--- src/rtl/cpu_pkg.sv ---
// Shared CPU definitions: operation codes, format classes, RV32I major
// opcodes and the NULL register-index encoding (MSB of the index set).
package cpu_pkg;

  typedef enum logic [5:0] {
    OP_ILLEGAL = 6'd0,
    OP_LUI, OP_AUIPC, OP_JAL, OP_JALR,
    OP_BEQ, OP_BNE, OP_BLT, OP_BGE, OP_BLTU, OP_BGEU,
    OP_LB, OP_LH, OP_LW, OP_LBU, OP_LHU,
    OP_SB, OP_SH, OP_SW,
    OP_ADDI, OP_SLTI, OP_SLTIU, OP_XORI, OP_ORI, OP_ANDI,
    OP_SLLI, OP_SRLI, OP_SRAI,
    OP_ADD, OP_SUB, OP_SLL, OP_SLT, OP_SLTU, OP_XOR,
    OP_SRL, OP_SRA, OP_OR, OP_AND
  } op_e;

  typedef enum logic [2:0] {
    TYPE_R       = 3'd0,
    TYPE_I       = 3'd1,
    TYPE_ILOAD   = 3'd2,
    TYPE_S       = 3'd3,
    TYPE_B       = 3'd4,
    TYPE_U       = 3'd5,
    TYPE_J       = 3'd6,
    TYPE_ILLEGAL = 3'd7
  } fmt_e;

  localparam logic [6:0] OPC_LUI    = 7'b0110111;
  localparam logic [6:0] OPC_AUIPC  = 7'b0010111;
  localparam logic [6:0] OPC_JAL    = 7'b1101111;
  localparam logic [6:0] OPC_JALR   = 7'b1100111;
  localparam logic [6:0] OPC_BRANCH = 7'b1100011;
  localparam logic [6:0] OPC_LOAD   = 7'b0000011;
  localparam logic [6:0] OPC_STORE  = 7'b0100011;
  localparam logic [6:0] OPC_OPIMM  = 7'b0010011;
  localparam logic [6:0] OPC_OP     = 7'b0110011;

  localparam logic [6:0] F7_BASE = 7'b0000000;
  localparam logic [6:0] F7_ALT  = 7'b0100000;

  // NULL register index for a w-bit index field: only the MSB set.
  function automatic logic [15:0] reg_null(input int w);
    reg_null = 16'd1 << (w - 1);
  endfunction

endpackage

--- src/rtl/inst_decode_comb.sv ---
// Purely combinational RV32I decoder. Operand fields an instruction does
// not use come out as the NULL index; illegal encodings give type ILLEGAL,
// all indices NULL and a zero immediate.
module inst_decode_comb
  import cpu_pkg::*;
#(
  parameter int XLEN  = 32,
  parameter int REG_W = 6
) (
  input  logic [31:0]      inst_i,
  output logic [5:0]       op_o,
  output logic [2:0]       type_o,
  output logic [REG_W-1:0] rs1_o,
  output logic [REG_W-1:0] rs2_o,
  output logic [REG_W-1:0] rd_o,
  output logic [XLEN-1:0]  imm_o
);

  localparam logic [REG_W-1:0] REG_NULL = REG_W'(reg_null(REG_W));

  logic [6:0]  opc, f7;
  logic [2:0]  f3;
  logic [31:0] imm_i, imm_s, imm_b, imm_u, imm_j, imm32;
  op_e         op;
  fmt_e        fmt;
  logic        use_rs1, use_rs2, use_rd;

  assign opc   = inst_i[6:0];
  assign f3    = inst_i[14:12];
  assign f7    = inst_i[31:25];
  assign imm_i = {{20{inst_i[31]}}, inst_i[31:20]};
  assign imm_s = {{20{inst_i[31]}}, inst_i[31:25], inst_i[11:7]};
  assign imm_b = {{19{inst_i[31]}}, inst_i[31], inst_i[7], inst_i[30:25], inst_i[11:8], 1'b0};
  assign imm_u = {inst_i[31:12], 12'd0};
  assign imm_j = {{11{inst_i[31]}}, inst_i[31], inst_i[19:12], inst_i[20], inst_i[30:21], 1'b0};

  // Classify the opcode/funct fields and pick operands and immediate.
  always_comb begin
    op      = OP_ILLEGAL;
    fmt     = TYPE_ILLEGAL;
    use_rs1 = 1'b0;
    use_rs2 = 1'b0;
    use_rd  = 1'b0;
    imm32   = '0;
    case (opc)
      OPC_LUI, OPC_AUIPC: begin
        op     = (opc == OPC_LUI) ? OP_LUI : OP_AUIPC;
        fmt    = TYPE_U;
        use_rd = 1'b1;
        imm32  = imm_u;
      end
      OPC_JAL: begin
        op     = OP_JAL;
        fmt    = TYPE_J;
        use_rd = 1'b1;
        imm32  = imm_j;
      end
      OPC_JALR: begin
        if (f3 == 3'b000) begin
          op      = OP_JALR;
          fmt     = TYPE_I;
          use_rd  = 1'b1;
          use_rs1 = 1'b1;
          imm32   = imm_i;
        end
      end
      OPC_BRANCH: begin
        case (f3)
          3'b000:  op = OP_BEQ;
          3'b001:  op = OP_BNE;
          3'b100:  op = OP_BLT;
          3'b101:  op = OP_BGE;
          3'b110:  op = OP_BLTU;
          3'b111:  op = OP_BGEU;
          default: op = OP_ILLEGAL;
        endcase
        if (op != OP_ILLEGAL) begin
          fmt     = TYPE_B;
          use_rs1 = 1'b1;
          use_rs2 = 1'b1;
          imm32   = imm_b;
        end
      end
      OPC_LOAD: begin
        case (f3)
          3'b000:  op = OP_LB;
          3'b001:  op = OP_LH;
          3'b010:  op = OP_LW;
          3'b100:  op = OP_LBU;
          3'b101:  op = OP_LHU;
          default: op = OP_ILLEGAL;
        endcase
        if (op != OP_ILLEGAL) begin
          fmt     = TYPE_ILOAD;
          use_rd  = 1'b1;
          use_rs1 = 1'b1;
          imm32   = imm_i;
        end
      end
      OPC_STORE: begin
        case (f3)
          3'b000:  op = OP_SB;
          3'b001:  op = OP_SH;
          3'b010:  op = OP_SW;
          default: op = OP_ILLEGAL;
        endcase
        if (op != OP_ILLEGAL) begin
          fmt     = TYPE_S;
          use_rs1 = 1'b1;
          use_rs2 = 1'b1;
          imm32   = imm_s;
        end
      end
      OPC_OPIMM: begin
        case (f3)
          3'b000:  op = OP_ADDI;
          3'b010:  op = OP_SLTI;
          3'b011:  op = OP_SLTIU;
          3'b100:  op = OP_XORI;
          3'b110:  op = OP_ORI;
          3'b111:  op = OP_ANDI;
          3'b001:  op = (f7 == F7_BASE) ? OP_SLLI : OP_ILLEGAL;
          default: op = (f7 == F7_BASE) ? OP_SRLI : ((f7 == F7_ALT) ? OP_SRAI : OP_ILLEGAL);
        endcase
        if (op != OP_ILLEGAL) begin
          fmt     = TYPE_I;
          use_rd  = 1'b1;
          use_rs1 = 1'b1;
          imm32   = imm_i;
        end
      end
      OPC_OP: begin
        case ({f7, f3})
          {F7_BASE, 3'b000}: op = OP_ADD;
          {F7_ALT,  3'b000}: op = OP_SUB;
          {F7_BASE, 3'b001}: op = OP_SLL;
          {F7_BASE, 3'b010}: op = OP_SLT;
          {F7_BASE, 3'b011}: op = OP_SLTU;
          {F7_BASE, 3'b100}: op = OP_XOR;
          {F7_BASE, 3'b101}: op = OP_SRL;
          {F7_ALT,  3'b101}: op = OP_SRA;
          {F7_BASE, 3'b110}: op = OP_OR;
          {F7_BASE, 3'b111}: op = OP_AND;
          default:           op = OP_ILLEGAL;
        endcase
        if (op != OP_ILLEGAL) begin
          fmt     = TYPE_R;
          use_rd  = 1'b1;
          use_rs1 = 1'b1;
          use_rs2 = 1'b1;
        end
      end
      default: ;
    endcase
  end

  assign op_o   = op;
  assign type_o = fmt;
  assign rs1_o  = use_rs1 ? REG_W'(inst_i[19:15]) : REG_NULL;
  assign rs2_o  = use_rs2 ? REG_W'(inst_i[24:20]) : REG_NULL;
  assign rd_o   = use_rd  ? REG_W'(inst_i[11:7])  : REG_NULL;
  assign imm_o  = XLEN'($signed(imm32));

endmodule

--- src/rtl/inst_decode_queue.sv ---
// Instruction queue: DEPTH-entry FIFO followed by one decode/output
// register. Optional build macro DECQ_BYPASS_EN lets a push into an empty
// queue with a free output stage load the output register directly.
module inst_decode_queue
  import cpu_pkg::*;
#(
  parameter int DEPTH = 4,
  parameter int XLEN  = 32,
  parameter int REG_W = 6
) (
  input  logic                     clk_in,
  input  logic                     rstn_in,
  input  logic                     rdy_in,
  input  logic                     flush_in,
  input  logic                     in_valid,
  output logic                     in_ready,
  input  logic [XLEN-1:0]          in_inst,
  input  logic [XLEN-1:0]          in_pc,
  output logic                     out_valid,
  input  logic                     out_ready,
  output logic [5:0]               out_op,
  output logic [2:0]               out_type,
  output logic [REG_W-1:0]         out_rs1,
  output logic [REG_W-1:0]         out_rs2,
  output logic [REG_W-1:0]         out_rd,
  output logic [XLEN-1:0]          out_imm,
  output logic [XLEN-1:0]          out_pc,
  output logic [$clog2(DEPTH):0]   count_out
);

  localparam int PW = $clog2(DEPTH);
  localparam int CW = PW + 1;
  localparam logic [REG_W-1:0] REG_NULL = REG_W'(reg_null(REG_W));

  logic [XLEN-1:0]  mem_inst_q [DEPTH];
  logic [XLEN-1:0]  mem_pc_q   [DEPTH];
  logic [PW-1:0]    wr_ptr_q, wr_ptr_d, rd_ptr_q, rd_ptr_d;
  logic [CW-1:0]    count_q, count_d;
  logic             full, empty, out_free, push, pop, bypass, load_out;
  logic [XLEN-1:0]  dec_inst, dec_pc, dec_imm;
  logic [5:0]       dec_op;
  logic [2:0]       dec_type;
  logic [REG_W-1:0] dec_rs1, dec_rs2, dec_rd;

  logic             out_valid_q, out_valid_d;
  logic [5:0]       out_op_q, out_op_d;
  logic [2:0]       out_type_q, out_type_d;
  logic [REG_W-1:0] out_rs1_q, out_rs1_d, out_rs2_q, out_rs2_d, out_rd_q, out_rd_d;
  logic [XLEN-1:0]  out_imm_q, out_imm_d, out_pc_q, out_pc_d;

  // Handshake qualification; flush and a low rdy_in block every transfer.
  always_comb begin
    full     = (count_q == CW'(DEPTH));
    empty    = (count_q == '0);
    out_free = !out_valid_q || out_ready;
`ifdef DECQ_BYPASS_EN
    bypass   = in_valid && rdy_in && !flush_in && empty && out_free;
`else
    bypass   = 1'b0;
`endif
    push     = in_valid && !full && rdy_in && !flush_in && !bypass;
    pop      = !empty && out_free && rdy_in && !flush_in;
    load_out = pop || bypass;
    dec_inst = bypass ? in_inst : mem_inst_q[rd_ptr_q];
    dec_pc   = bypass ? in_pc   : mem_pc_q[rd_ptr_q];
  end

  inst_decode_comb #(
    .XLEN  (XLEN),
    .REG_W (REG_W)
  ) u_decode (
    .inst_i (dec_inst[31:0]),
    .op_o   (dec_op),
    .type_o (dec_type),
    .rs1_o  (dec_rs1),
    .rs2_o  (dec_rs2),
    .rd_o   (dec_rd),
    .imm_o  (dec_imm)
  );

  // Next state of pointers, occupancy and the output register.
  always_comb begin
    wr_ptr_d    = wr_ptr_q;
    rd_ptr_d    = rd_ptr_q;
    count_d     = count_q;
    out_valid_d = out_valid_q;
    out_op_d    = out_op_q;
    out_type_d  = out_type_q;
    out_rs1_d   = out_rs1_q;
    out_rs2_d   = out_rs2_q;
    out_rd_d    = out_rd_q;
    out_imm_d   = out_imm_q;
    out_pc_d    = out_pc_q;
    if (rdy_in) begin
      if (flush_in) begin
        wr_ptr_d    = '0;
        rd_ptr_d    = '0;
        count_d     = '0;
        out_valid_d = 1'b0;
      end else begin
        if (push) wr_ptr_d = wr_ptr_q + PW'(1);
        if (pop)  rd_ptr_d = rd_ptr_q + PW'(1);
        count_d = count_q + CW'(push) - CW'(pop);
        if (load_out) begin
          out_valid_d = 1'b1;
          out_op_d    = dec_op;
          out_type_d  = dec_type;
          out_rs1_d   = dec_rs1;
          out_rs2_d   = dec_rs2;
          out_rd_d    = dec_rd;
          out_imm_d   = dec_imm;
          out_pc_d    = dec_pc;
        end else if (out_ready) begin
          out_valid_d = 1'b0;
        end
      end
    end
  end

  // Control and output-stage registers, cleared asynchronously by reset.
  always_ff @(posedge clk_in or negedge rstn_in) begin
    if (!rstn_in) begin
      wr_ptr_q    <= '0;
      rd_ptr_q    <= '0;
      count_q     <= '0;
      out_valid_q <= 1'b0;
      out_op_q    <= '0;
      out_type_q  <= '0;
      out_rs1_q   <= REG_NULL;
      out_rs2_q   <= REG_NULL;
      out_rd_q    <= REG_NULL;
      out_imm_q   <= '0;
      out_pc_q    <= '0;
    end else begin
      wr_ptr_q    <= wr_ptr_d;
      rd_ptr_q    <= rd_ptr_d;
      count_q     <= count_d;
      out_valid_q <= out_valid_d;
      out_op_q    <= out_op_d;
      out_type_q  <= out_type_d;
      out_rs1_q   <= out_rs1_d;
      out_rs2_q   <= out_rs2_d;
      out_rd_q    <= out_rd_d;
      out_imm_q   <= out_imm_d;
      out_pc_q    <= out_pc_d;
    end
  end

  // FIFO storage; contents need no reset since occupancy gates every read.
  always_ff @(posedge clk_in) begin
    if (push) begin
      mem_inst_q[wr_ptr_q] <= in_inst;
      mem_pc_q[wr_ptr_q]   <= in_pc;
    end
  end

  assign in_ready  = !full;
  assign out_valid = out_valid_q;
  assign out_op    = out_op_q;
  assign out_type  = out_type_q;
  assign out_rs1   = out_rs1_q;
  assign out_rs2   = out_rs2_q;
  assign out_rd    = out_rd_q;
  assign out_imm   = out_imm_q;
  assign out_pc    = out_pc_q;
  assign count_out = count_q;

endmodule

--- config.mk ---
export PLATFORM = sky130hd
export DESIGN_NAME = inst_decode_queue
export DESIGN_NICKNAME = d
export VERILOG_FILES = /design/src/rtl/cpu_pkg.sv /design/src/rtl/inst_decode_comb.sv /design/src/rtl/inst_decode_queue.sv
export SDC_FILE = /design/constraint.sdc
export NUM_CORES = 1
export LEC_CHECK = 0
export BUFFER_PORTS_ARGS = -buffer_cell sky130_fd_sc_hd__buf_2
export CORE_MARGIN = 2
export CORE_UTILIZATION = 45
export CTS_CLUSTER_DIAMETER = 40
export DETAILED_ROUTE_END_ITERATION = 12
export MAX_ROUTING_LAYER = met4
export PLACE_DENSITY = 0.63
export RECOVER_POWER = 100
export SYNTH_ARGS = -nofsm -noshare
export SYNTH_HDL_FRONTEND = slang
export SYNTH_SLANG_ARGS = --single-unit
--- constraint.sdc ---
create_clock -name clk_in -period 3.65 [get_ports clk_in]
set_clock_uncertainty 0.15 [all_clocks]
set_input_delay 0.365 -clock clk_in [delete_from_list [all_inputs] [get_ports clk_in]]
set_output_delay 0.365 -clock clk_in [all_outputs]
set_load 0.005 [all_outputs]
==> results of run 1 <==
cells by family after synthesis:
| group | after synthesis | synth area share |
|---|---|---|
| flip-flops | 355 | 0.7158 |
| AND/OR/NAND/NOR | 247 | 0.08095 |
| AO/OA/AOI/OAI | 134 | 0.06906 |
| buffers and inverters | 67 | 0.02035 |
| multiplexers | 66 | 0.1040 |
| adder cells (fa/ha/maj) | 7 | 0.006694 |
| XOR/XNOR | 5 | 0.003083 |
placed cells by master (no fill, tap or decap), types with 4 or more instances in the layout:
master and n:
buf_12 5, clkinv_4 4, dlygate4sd3_1 67, clkbuf_16 45, a22oi_1 13, nand2b_1 10
dfrtp_1 94, nor2b_1 8, mux4_1 10, clkbuf_1 113, a21oi_1 11, a32oi_1 6
mux4_2 52, o31ai_1 7, nor2_1 18, nand2_1 157, nor3_1 6, o211ai_1 8
clkinvlp_4 5, ha_1 6, bufinv_16 4, nor4_1 5, inv_1 21, clkinv_2 4
buf_4 19, buf_2 61, nand3_1 14, o21ai_0 47, edfxtp_1 256
per-stage QoR:
| stage | worst slack (ns) | util |
|---|---|---|
| floorplan | 0.05436 | - |
| global placement | 0.1615 | 0.4999 |
| detailed placement | 0.07524 | 0.4999 |
| CTS | 0.04093 | 0.5671 |
| global route | 0.003956 | 0.5618 |
| finish | 0.2431 | 0.5618 |
registers in the layout, summed over array words and instances, names as in the netlist:
name,count
count_out,3
mem_inst_q,128
mem_pc_q,128
out_imm,32
out_op,6
out_pc,32
out_rd,6
out_rs1,6
out_rs2,6
out_type,3
out_valid,1
rd_ptr_q,2
wr_ptr_q,2
per-layer routing:
layer,global-route usage,routed length (um)
met1,0.2752,14300
met2,0.3229,15620
met4,0.05431,632
met5,-,0
met3,0.04473,1890
how the worst min path moves through the flow:
stage               cells past startpoint  slack, ns                    from                       end
floorplan                               0      -0.08                 rstn_in  count_out[0]$_DFFE_PN0P_
CTS                                     4       0.09               out_ready     out_valid$_DFFE_PN0P_
finish                                  4       0.11               out_ready     out_valid$_DFFE_PN0P_
global placement                        2       0.30  out_pc[24]$_DFFE_PN0P_    out_pc[24]$_DFFE_PN0P_
global route                            4       0.14               out_ready     out_valid$_DFFE_PN0P_
detailed placement                      2       0.31  out_pc[31]$_DFFE_PN0P_    out_pc[31]$_DFFE_PN0P_
worst max-delay path: cells and delay by family, from the launching register on:
family                 cells  cell delay (ns)
buffers and inverters      2             0.42
AOI/OAI and AO/OA          4             1.29
DFF                        1             0.51
and+or+nand+nor            1             0.27
muxes                      1             0.65
where the power goes:
| part | leakage [nW] | switching, mW | total, mW | internal, mW |
|---|---|---|---|---|
| sequential | 3.61 | 0.232 | 4.98 | 4.75 |
| clock | 0.687 | 1.61 | 4.22 | 2.61 |
| combinational | 2.11 | 1.23 | 2.16 | 0.926 |
final cells by class:
cell class / count / area, um^2 / share of cell area
Clock inverter: 21 / 237.7 / 0.01351
Clock buffer: 56 / 1197 / 0.06807
Sequential cell: 355 / 10180 / 0.5785
Antenna cell: 3 / 7.507 / 0.0004268
Tap cell: 402 / 503.0 / 0.02859
Multi-Input combinational cell: 459 / 3745 / 0.2129
Inverter: 21 / 78.83 / 0.004481
Timing Repair Buffer: 262 / 1645 / 0.09353
repair_timing:
item / CTS / global route
hold buffers: 67 / 0
endpoints found under the hold margin: 327 / 0
setup endpoints to repair: 0 / 6
gates resized for setup: 0 / 1
==> key figures, run 1 <==
Logic synthesis
  – Post-synth ARST share: 0.2789
  – Sequential area share after synthesis: 0.7158
  – Synthesized area per cell: ~16 um^2
  – Synth Net Count: about 960
  – Top-count cell post-synth: edfxtp_1
  – Unique masters post-synth: just under 80
  – Area leader, netlist: edfxtp_1
  – Area contributors post-synth: edfxtp_1, dfrtp_1, mux4_2
  – Post-synth top cells: edfxtp_1, nand2_1, dfrtp_1, mux4_2, o21ai_0
  – Area of the mapped netlist: approximately 14000 um^2
  – Share of the synthesized area in the top cell type: 0.5412
  – Yosys reg bits: roughly 360
  – Cells after synthesis: 881
  – Yosys warns: 0
  – Top_reg_cell synth: edfxtp_1
  – EDFF count, synth: 256

Layout
  – Synth-to-layout area growth: 23.83%
  – Finished Layout Cells: 1579
  – Layout cells sized above 1: 0.1925
  – Filler cell count: between 2000 and 3000
  – Design area: between 15000 and 20000 um^2
  – Final nets: 1218

GRT
  – Grt ovf: 0
  – Via count of the first global-routing pass: between 8000 and 9000
  – Gr usage total: 0.2056
  – Antenna violations before repair: 3
  – Largest net degree at the start of global routing: 88
  – First-pass GRT wire length: between 50 and 60 mm

Setup path
  – Worst setup EP type: flop
  – Worst R2R Path Depth: 8
  – Critical path arrival: ~3.7 ns
  – Max stage delay on crit path: 0.70 ns
  – Flop2flop setup slack: about 0.24 ns
  – Worst-path maximum fanout: 22
  – R2r startpoint: rd_ptr_q[0]$_DFFE_PN0P_
  – R2R Path End: out_imm[31]$_DFFE_PN0P_
  – Crit path to: out_imm[31]$_DFFE_PN0P_
  – CP cell instances: buf_12, mux4_1, nor4_4, a31oi_1, a2111oi_4, o311ai_1, buf_4, o311ai_0
  – Setup crit start kind: flop
  – Setup crit start: rd_ptr_q[0]$_DFFE_PN0P_
  – Max stage delay cell, worst path: a2111oi_4
  – Critical Setup Path Class: flop to flop
  – Worst EP required: roughly 4 ns

STA
  – Worst-margin pin slew: slightly above 2 ns
  – Final Hold Vio Count: 0
  – RSZ-0062 raised after global routing: no
  – Fmax: between 200 and 300 MHz
  – Setup TNS: 0 ns
  – Max-slew violations: approximately 130
  – Slew margin rel.: -0.3638
  – Final Critical Period: between 3 and 4 ns
  – Hold Slack: about 0.11 ns
  – Final setup violating endpoints: 0
  – Final period utilization: 0.9334

Drt
  – ANT nets after route: 0
  – Vias: around 8600
  – Detailed Routing Iterations Pass 1: 7
  – Initial DRC count: slightly below 700
  – DR WL/cell: ~21 um
  – WL final: 32.45 mm
  – Detailed-route DRC error count: 0
  – Number of vias per cell: about 5.4

Pwr
  – P per Cell Area: ~650 nW/um^2
  – Pwr Total: between 10 and 15 mW
  – VDD IR max: between 300 and 400 uV
  – Static leakage: about 6.4 nW

Clock network
  – Clock transition at path regs: 0.06 ns
  – Root Buffer: clkbuf_16
  – Clk sink count: between 300 and 400
  – Postcts setup bufs: 0
  – Clock latency on the worst-skew pair: around 0.52 ns
  – CTS tree: built
  – Total CTS buffers: between 40 and 50
  – H-Tree Depth: 2
  – CTS Buffer Depth: 3

Floorplanning
  – Core ar.: 31310 um^2
  – Starting density of the core: 0.4537
  – Die Y: about 180 um
  – Die width: 181.7 um
  – FP Rows: 65
  – Die area: ~33000 um^2
  – IO Count: between 150 and 200

Placed design
  – Gp weighted congestion: 0.8833
  – Placed cell areas: between 15000 and 20000 um^2
  – IO Port Bufs: 165
  – Placed cells: around 1400
  – Final HPWL DP: 20.27 mm

Job
  – Max Cap Violations: 3

Worst hold path
  – Min-Delay Path Class: primary input to flop

Run status
  – Failing checks: max-capacitance violations, max-slew violations
  – Status: finished, violations left
No activity file was read; power rests on OpenSTA's default activity.
==> run 2, diff against run 1 <==
--- a/config.mk
+++ b/config.mk
@@ -13,6 +13,7 @@
 export MAX_ROUTING_LAYER = met4
 export PLACE_DENSITY = 0.63
 export RECOVER_POWER = 100
+export REMOVE_ABC_BUFFERS = 1
 export SYNTH_ARGS = -nofsm -noshare
 export SYNTH_HDL_FRONTEND = slang
 export SYNTH_SLANG_ARGS = --single-unit
==> run 2 against run 1 <==
  * The flow still finishes with violations (max-capacitance violations, max-slew violations)
  * Critical path depth unchanged
  * Final cell count up 1.5%
  * Non-clock buffer count up 20
  * Design area up 0.44%
  * Via count up 1.7%
  * Utilization up 0.25 points
  * Die area unchanged
  * Register-to-register slack about the same
  * Combinational power about the same
  * Maximum frequency down 0.34%
  * Clock power down 2%
  * Largest cell class unchanged
==> key figures, run 2 (same netlist as run 1, synthesis figures left out) <==
Clock network
  – Clock latency on the worst-skew pair: 0.53 ns
  – H-Tree Depth: 2
  – Root Buffer: clkbuf_16
  – CTS tree: built
  – Total CTS buffers: 45
  – CTS Buffer Depth: 3
  – Clock transition at path regs: approximately 0.05 ns
  – Clk sink count: 355

GRT
  – Grt ovf: 0
  – Gr usage total: 0.2123
  – First-pass GRT wire length: ~52 mm
  – Antenna violations before repair: 0
  – Largest net degree at the start of global routing: 57
  – Via count of the first global-routing pass: between 9000 and 10000

Placed design
  – IO Port Bufs: between 150 and 200
  – Pre-CTS setup slack: 0.1381 ns
  – Gp weighted congestion: about 0.9
  – Final HPWL DP: approximately 21 mm

Drt
  – Vias: 8746
  – WL final: between 30 and 40 mm
  – ANT nets after route: 0
  – Detailed-route DRC error count: 0
  – Initial DRC count: between 600 and 700
  – DR WL/cell: ~21 um
  – Number of vias per cell: around 5.5
  – Detailed Routing Iterations Pass 1: 5

STA
  – Hold Slack: roughly 0.11 ns
  – Final Hold Vio Count: 0
  – Final Critical Period: ~3.4 ns
  – Max-slew violations: 76
  – Slew margin rel.: -0.1887
  – Worst-margin pin slew: ~1.8 ns
  – Final setup violating endpoints: 0
  – Fmax: slightly below 300 MHz
  – Final period utilization: 0.9366
  – Setup WS post-layout: about 0.23 ns
  – RSZ-0062 raised after global routing: no

Floorplanning
  – Core ar.: about 31000 um^2
  – Die area: between 30000 and 40000 um^2
  – FP Rows: between 60 and 70
  – Die Y: 181.7 um
  – Die width: about 180 um
  – IO Count: 166
  – Starting density of the core: 0.4537

Worst hold path
  – Min-Delay Path Class: primary input to flop
  – Hold path startpoint: out_ready

Pwr
  – VDD IR max: 450.0 uV
  – P per Cell Area: ~640 nW/um^2
  – Static leakage: between 6 and 7 nW
  – Pwr Total: approximately 11 mW

Layout
  – Synth-to-layout area growth: 24.38%
  – Most common cell after layout, fill and taps aside: edfxtp_1
  – Final core utilization: 0.5643
  – Layout cells sized above 1: 0.1977
  – Final nets: around 1200
  – Top Registers: mem_inst_q x128, mem_pc_q x128
  – Most frequent cells in the layout: edfxtp_1, nand2_1, clkbuf_1, dfrtp_1, dlygate4sd3_1

Run status
  – Status: finished, violations left
  – Failing checks: max-capacitance violations, max-slew violations

Setup path
  – Worst setup EP type: flop
  – Setup crit start kind: flop
  – Worst EP required: 3.86 ns
  – Critical Setup Path Class: flop to flop
  – Worst-path maximum fanout: 24
  – R2r startpoint: rd_ptr_q[0]$_DFFE_PN0P_
  – Setup crit start: rd_ptr_q[0]$_DFFE_PN0P_
  – Critical path arrival: 3.62 ns

Job
  – Max Cap Violations: 3
==> run 2: changes by cell type in the layout (fill, tap and decap cells not counted), sizes merged <==
cell / before / now
diode: 3 / 1
clkbuf: 164 / 180
clkinv: 10 / 14
buf: 87 / 90
inv: 23 / 28
bufinv: 4 / 1
==> run 2: final cells by class <==
type,instances,area (um^2)
Fill cell,2563,13640
Inverter,21,78.83
Antenna cell,1,2.502
Clock inverter,27,239.0
Timing Repair Buffer,282,1725
Clock buffer,55,1205
Multi-Input combinational cell,459,3739
Sequential cell,355,10180
Tap cell,402,503.0
==> run 2: final timing paths <==
kind	end	depth (start not counted)	slack, ns
setup / recovery	out_imm[13]$_DFFE_PN0P_	8	0.23
hold / removal	out_valid$_DFFE_PN0P_	4	0.11
setup reg to reg	out_imm[13]$_DFFE_PN0P_	8	0.23
hold reg to reg	out_pc[22]$_DFFE_PN0P_	2	0.32
max in group asynchronous	out_pc[15]$_DFFE_PN0P_	3	1.02
min in group asynchronous	out_rs2[2]$_DFFE_PN0P_	2	0.25
==> run 2: layer usage <==
metal  vias up  wire, um  GRT usage
met2       290     16590     0.3514
met5         -         0          -
met3        62      1835    0.03610
met4         0       816    0.06537
met1      4420     14140     0.2708
li1       3974         -          -
==> run 2: timing repair <==
| action | in CTS | in global routing |
|---|---|---|
| setup endpoints to repair | 0 | 17 |
| setup buffers | 0 | 3 |
| hold buffers | 67 | 0 |
| gates resized for setup | 0 | 2 |
| endpoints found under the hold margin | 296 | 0 |
==> run 2: worst max-delay path: stages, from the launching register on <==
cell,delay (ns)
dfrtp_4,0.62
buf_4,0.23
mux4_2,0.61
and4bb_1,0.27
nand3b_1,0.13
a21oi_2,0.10
buf_4,0.16
o311ai_2,0.70
o311ai_0,0.25
==> run 2: metrics by stage <==
step / instance area (um^2) / setup TNS (ns) / cells
after floorplan: 13990 / -100.04 / 835
after CTS: 17870 / 0 / 1598
after detailed placement: 15750 / 0 / 1449
after global routing: 17670 / 0 / 1601
after global placement: 15750 / 0 / 1449
final: 17670 / 0 / 1602
==> run 2: report_power, final <==
| part | switching (mW) | internal (mW) | total, mW |
|---|---|---|---|
| registers | 0.235 | 4.75 | 4.98 |
| logic | 1.25 | 0.943 | 2.19 |
| clock network | 1.69 | 2.47 | 4.15 |
| total | 3.17 | 8.16 | 11.3 |
==> run 3, diff against run 2 <==
--- a/config.mk
+++ b/config.mk
@@ -7,13 +7,12 @@
 export LEC_CHECK = 0
 export BUFFER_PORTS_ARGS = -buffer_cell sky130_fd_sc_hd__buf_2
 export CORE_MARGIN = 2
-export CORE_UTILIZATION = 45
+export CORE_UTILIZATION = 52
 export CTS_CLUSTER_DIAMETER = 40
 export DETAILED_ROUTE_END_ITERATION = 12
 export MAX_ROUTING_LAYER = met4
-export PLACE_DENSITY = 0.63
+export PLACE_DENSITY = 0.71
 export RECOVER_POWER = 100
-export REMOVE_ABC_BUFFERS = 1
 export SYNTH_ARGS = -nofsm -noshare
 export SYNTH_HDL_FRONTEND = slang
 export SYNTH_SLANG_ARGS = --single-unit
==> run 3 against run 2 <==
  * Wire length fell by 4.6%
  * The run now ends clean
  * Clock power rose by 1%
  * Critical path depth did not move
  * Design area fell by 0.89%
  * Critical path type unchanged
  * Via count fell by 0.57%
  * Non-clock buffer count fell by 14
  * Critical endpoint unchanged
  * Highest routed layer unchanged
  * Worst hold slack improved by 0.025 ns
==> key figures, run 3 (same netlist as run 1, synthesis figures left out) <==
Clock network
  – CTS Buffer Depth: 3
  – CTS tree: built
  – Clock transition at path regs: around 0.060 ns
  – Clock latency on the worst-skew pair: around 0.52 ns
  – Total CTS buffers: 42
  – Clk sink count: between 300 and 400
  – H-Tree Depth: 2
  – Root Buffer: clkbuf_16

Floorplanning
  – Core ar.: 26880 um^2
  – FP Rows: 60
  – Starting density of the core: 0.5285
  – Die width: between 150 and 200 um
  – Die Y: 169.3 um
  – Die area: roughly 29000 um^2
  – IO Count: approximately 170

STA
  – Fmax: 295.4 MHz
  – Setup WS post-layout: between 0.2 and 0.3 ns
  – Final Hold Vio Count: 0
  – Final Critical Period: around 3.4 ns
  – Worst-margin pin slew: around 1.3 ns
  – Final period utilization: 0.9276
  – Final setup violating endpoints: 0
  – Slew margin rel.: 0.1250
  – Setup TNS: 0 ns
  – Hold Slack: between 0.1 and 0.15 ns
  – RSZ-0062 raised after global routing: no
  – Max-slew violations: 0

Setup path
  – Max stage delay cell, worst path: mux4_1
  – Setup crit start kind: flop
  – Critical Setup Path Class: flop to flop
  – CP Depth: 8
  – Critical path arrival: 3.62 ns
  – Flop2flop setup slack: 0.26 ns
  – R2r startpoint: rd_ptr_q[0]$_DFFE_PN0P_
  – R2R Path End: out_imm[13]$_DFFE_PN0P_
  – CP cell instances: buf_4, mux4_1, nor2_1, a31oi_1, a2111oi_4, clkbuf_2, o311ai_4, o311ai_0
  – Worst-path maximum fanout: 25
  – Buffers plus inverters on the worst setup path: 2
  – Worst EP required: between 3 and 4 ns
  – Crit path to: out_imm[13]$_DFFE_PN0P_
  – Worst R2R Path Depth: 8
  – Worst setup EP type: flop
  – CP top delay family: compound AO/OA/AOI/OAI gates
  – Max stage delay on crit path: around 0.68 ns
  – Setup crit start: rd_ptr_q[0]$_DFFE_PN0P_

Pwr
  – Pwr Total: around 11 mW
  – P per Cell Area: ~650 nW/um^2
  – VDD IR max: 459.1 uV
  – Static leakage: 6.384 nW

Drt
  – Detailed Routing Iterations Pass 1: 5
  – Routed length on met3: between 2 and 2.5 mm
  – Met2 Wirelength: 15.46 mm
  – ANT nets after route: 0
  – DR WL/cell: about 21 um
  – WL final: 31.84 mm
  – Detailed-route DRC error count: 0
  – Number of vias per cell: ~5.7
  – Met1 WL: roughly 13 mm
  – Top sig layer: met4
  – Initial DRC count: between 600 and 700
  – Vias: just under 9000

Placed design
  – Placed cells: 1375
  – Gp weighted congestion: about 0.95
  – Pre-CTS setup slack: about 0.11 ns
  – IO Port Bufs: approximately 170
  – Final HPWL DP: 19.86 mm
  – Placed cell areas: between 15000 and 20000 um^2

Layout
  – Sequential Area: ~10000 um^2
  – Top Registers: mem_inst_q x128, mem_pc_q x128
  – Most frequent cells in the layout: edfxtp_1, nand2_1, clkbuf_1, dfrtp_1, dlygate4sd3_1
  – Most common cell after layout, fill and taps aside: edfxtp_1
  – Filler cell count: about 2000
  – Design area: around 18000 um^2
  – Synth-to-layout area growth: 23.27%
  – Layout cells sized above 1: 0.1915
  – Final nets: 1224
  – Final core utilization: 0.6515
  – Finished Layout Cells: between 1500 and 2000
  – Multi-input logic area: between 3000 and 4000 um^2

Run status
  – Status: completed

GRT
  – First-pass GRT wire length: approximately 50 mm
  – Antenna violations before repair: 2
  – Via count of the first global-routing pass: ~8900
  – Gr usage total: 0.2338
  – Largest net degree at the start of global routing: 65
  – Grt ovf: 0

Worst hold path
  – Hold Crit Depth: 4
  – Min-Delay Path Class: primary input to flop
  – Hold path startpoint: out_ready

Job
  – Max Cap Violations: 0
==> run 3: cell count changes in the layout (fill, tap and decap cells not counted), sizes merged <==
cell         change
buf             -16
dlygate4sd3      +1
clkbuf           -4
inv              -2
bufinv           +4
clkinvlp         -2
diode            +1
==> run 3: worst reg2reg max path: stages, from the launching register on <==
cell and delay [ns]:
dfrtp_4 0.65, buf_4 0.23, mux4_1 0.68, nor2_1 0.24
a31oi_1 0.23, a2111oi_4 0.45, clkbuf_2 0.27, o311ai_4 0.19
o311ai_0 0.17
==> run 3: repair_timing <==
| action | 4_1_cts | 5_1_grt |
|---|---|---|
| hold buffers | 68 | 0 |
| resized for setup | 0 | 4 |
| buffers inserted | 0 | 1 |
| endpoints found under the setup margin | 0 | 19 |
| endpoints found under the hold margin | 302 | 0 |
==> run 3: layer usage <==
metal	GRT usage	vias to the layer above
li1	-	3949
met1	0.3130	4380
met2	0.3732	318
met3	0.04781	49
met4	0.05909	0
met5	-	-
==> run 3: report_power, final <==
group | internal [mW] | switching, mW
Sequential | 4.75 | 0.248
Combinational | 0.912 | 1.22
Clock | 2.60 | 1.61
Total | 8.26 | 3.08
==> run 3: area by class of cell <==
type	count	share of cell area
Timing Repair Buffer	268	0.09360
Clock buffer	50	0.06467
Multi-Input combinational cell	459	0.2141
Tap cell	341	0.02437
Clock inverter	27	0.01736
Inverter	21	0.004502
Antenna cell	2	0.0002858
Sequential cell	355	0.5811
==> run 3: worst min-delay path by stage <==
stage | endpoint
finish | out_valid$_DFFE_PN0P_
global route | out_valid$_DFFE_PN0P_
CTS | out_valid$_DFFE_PN0P_
detailed placement | out_imm[7]$_DFFE_PN0P_
global placement | out_imm[7]$_DFFE_PN0P_
floorplan | count_out[0]$_DFFE_PN0P_
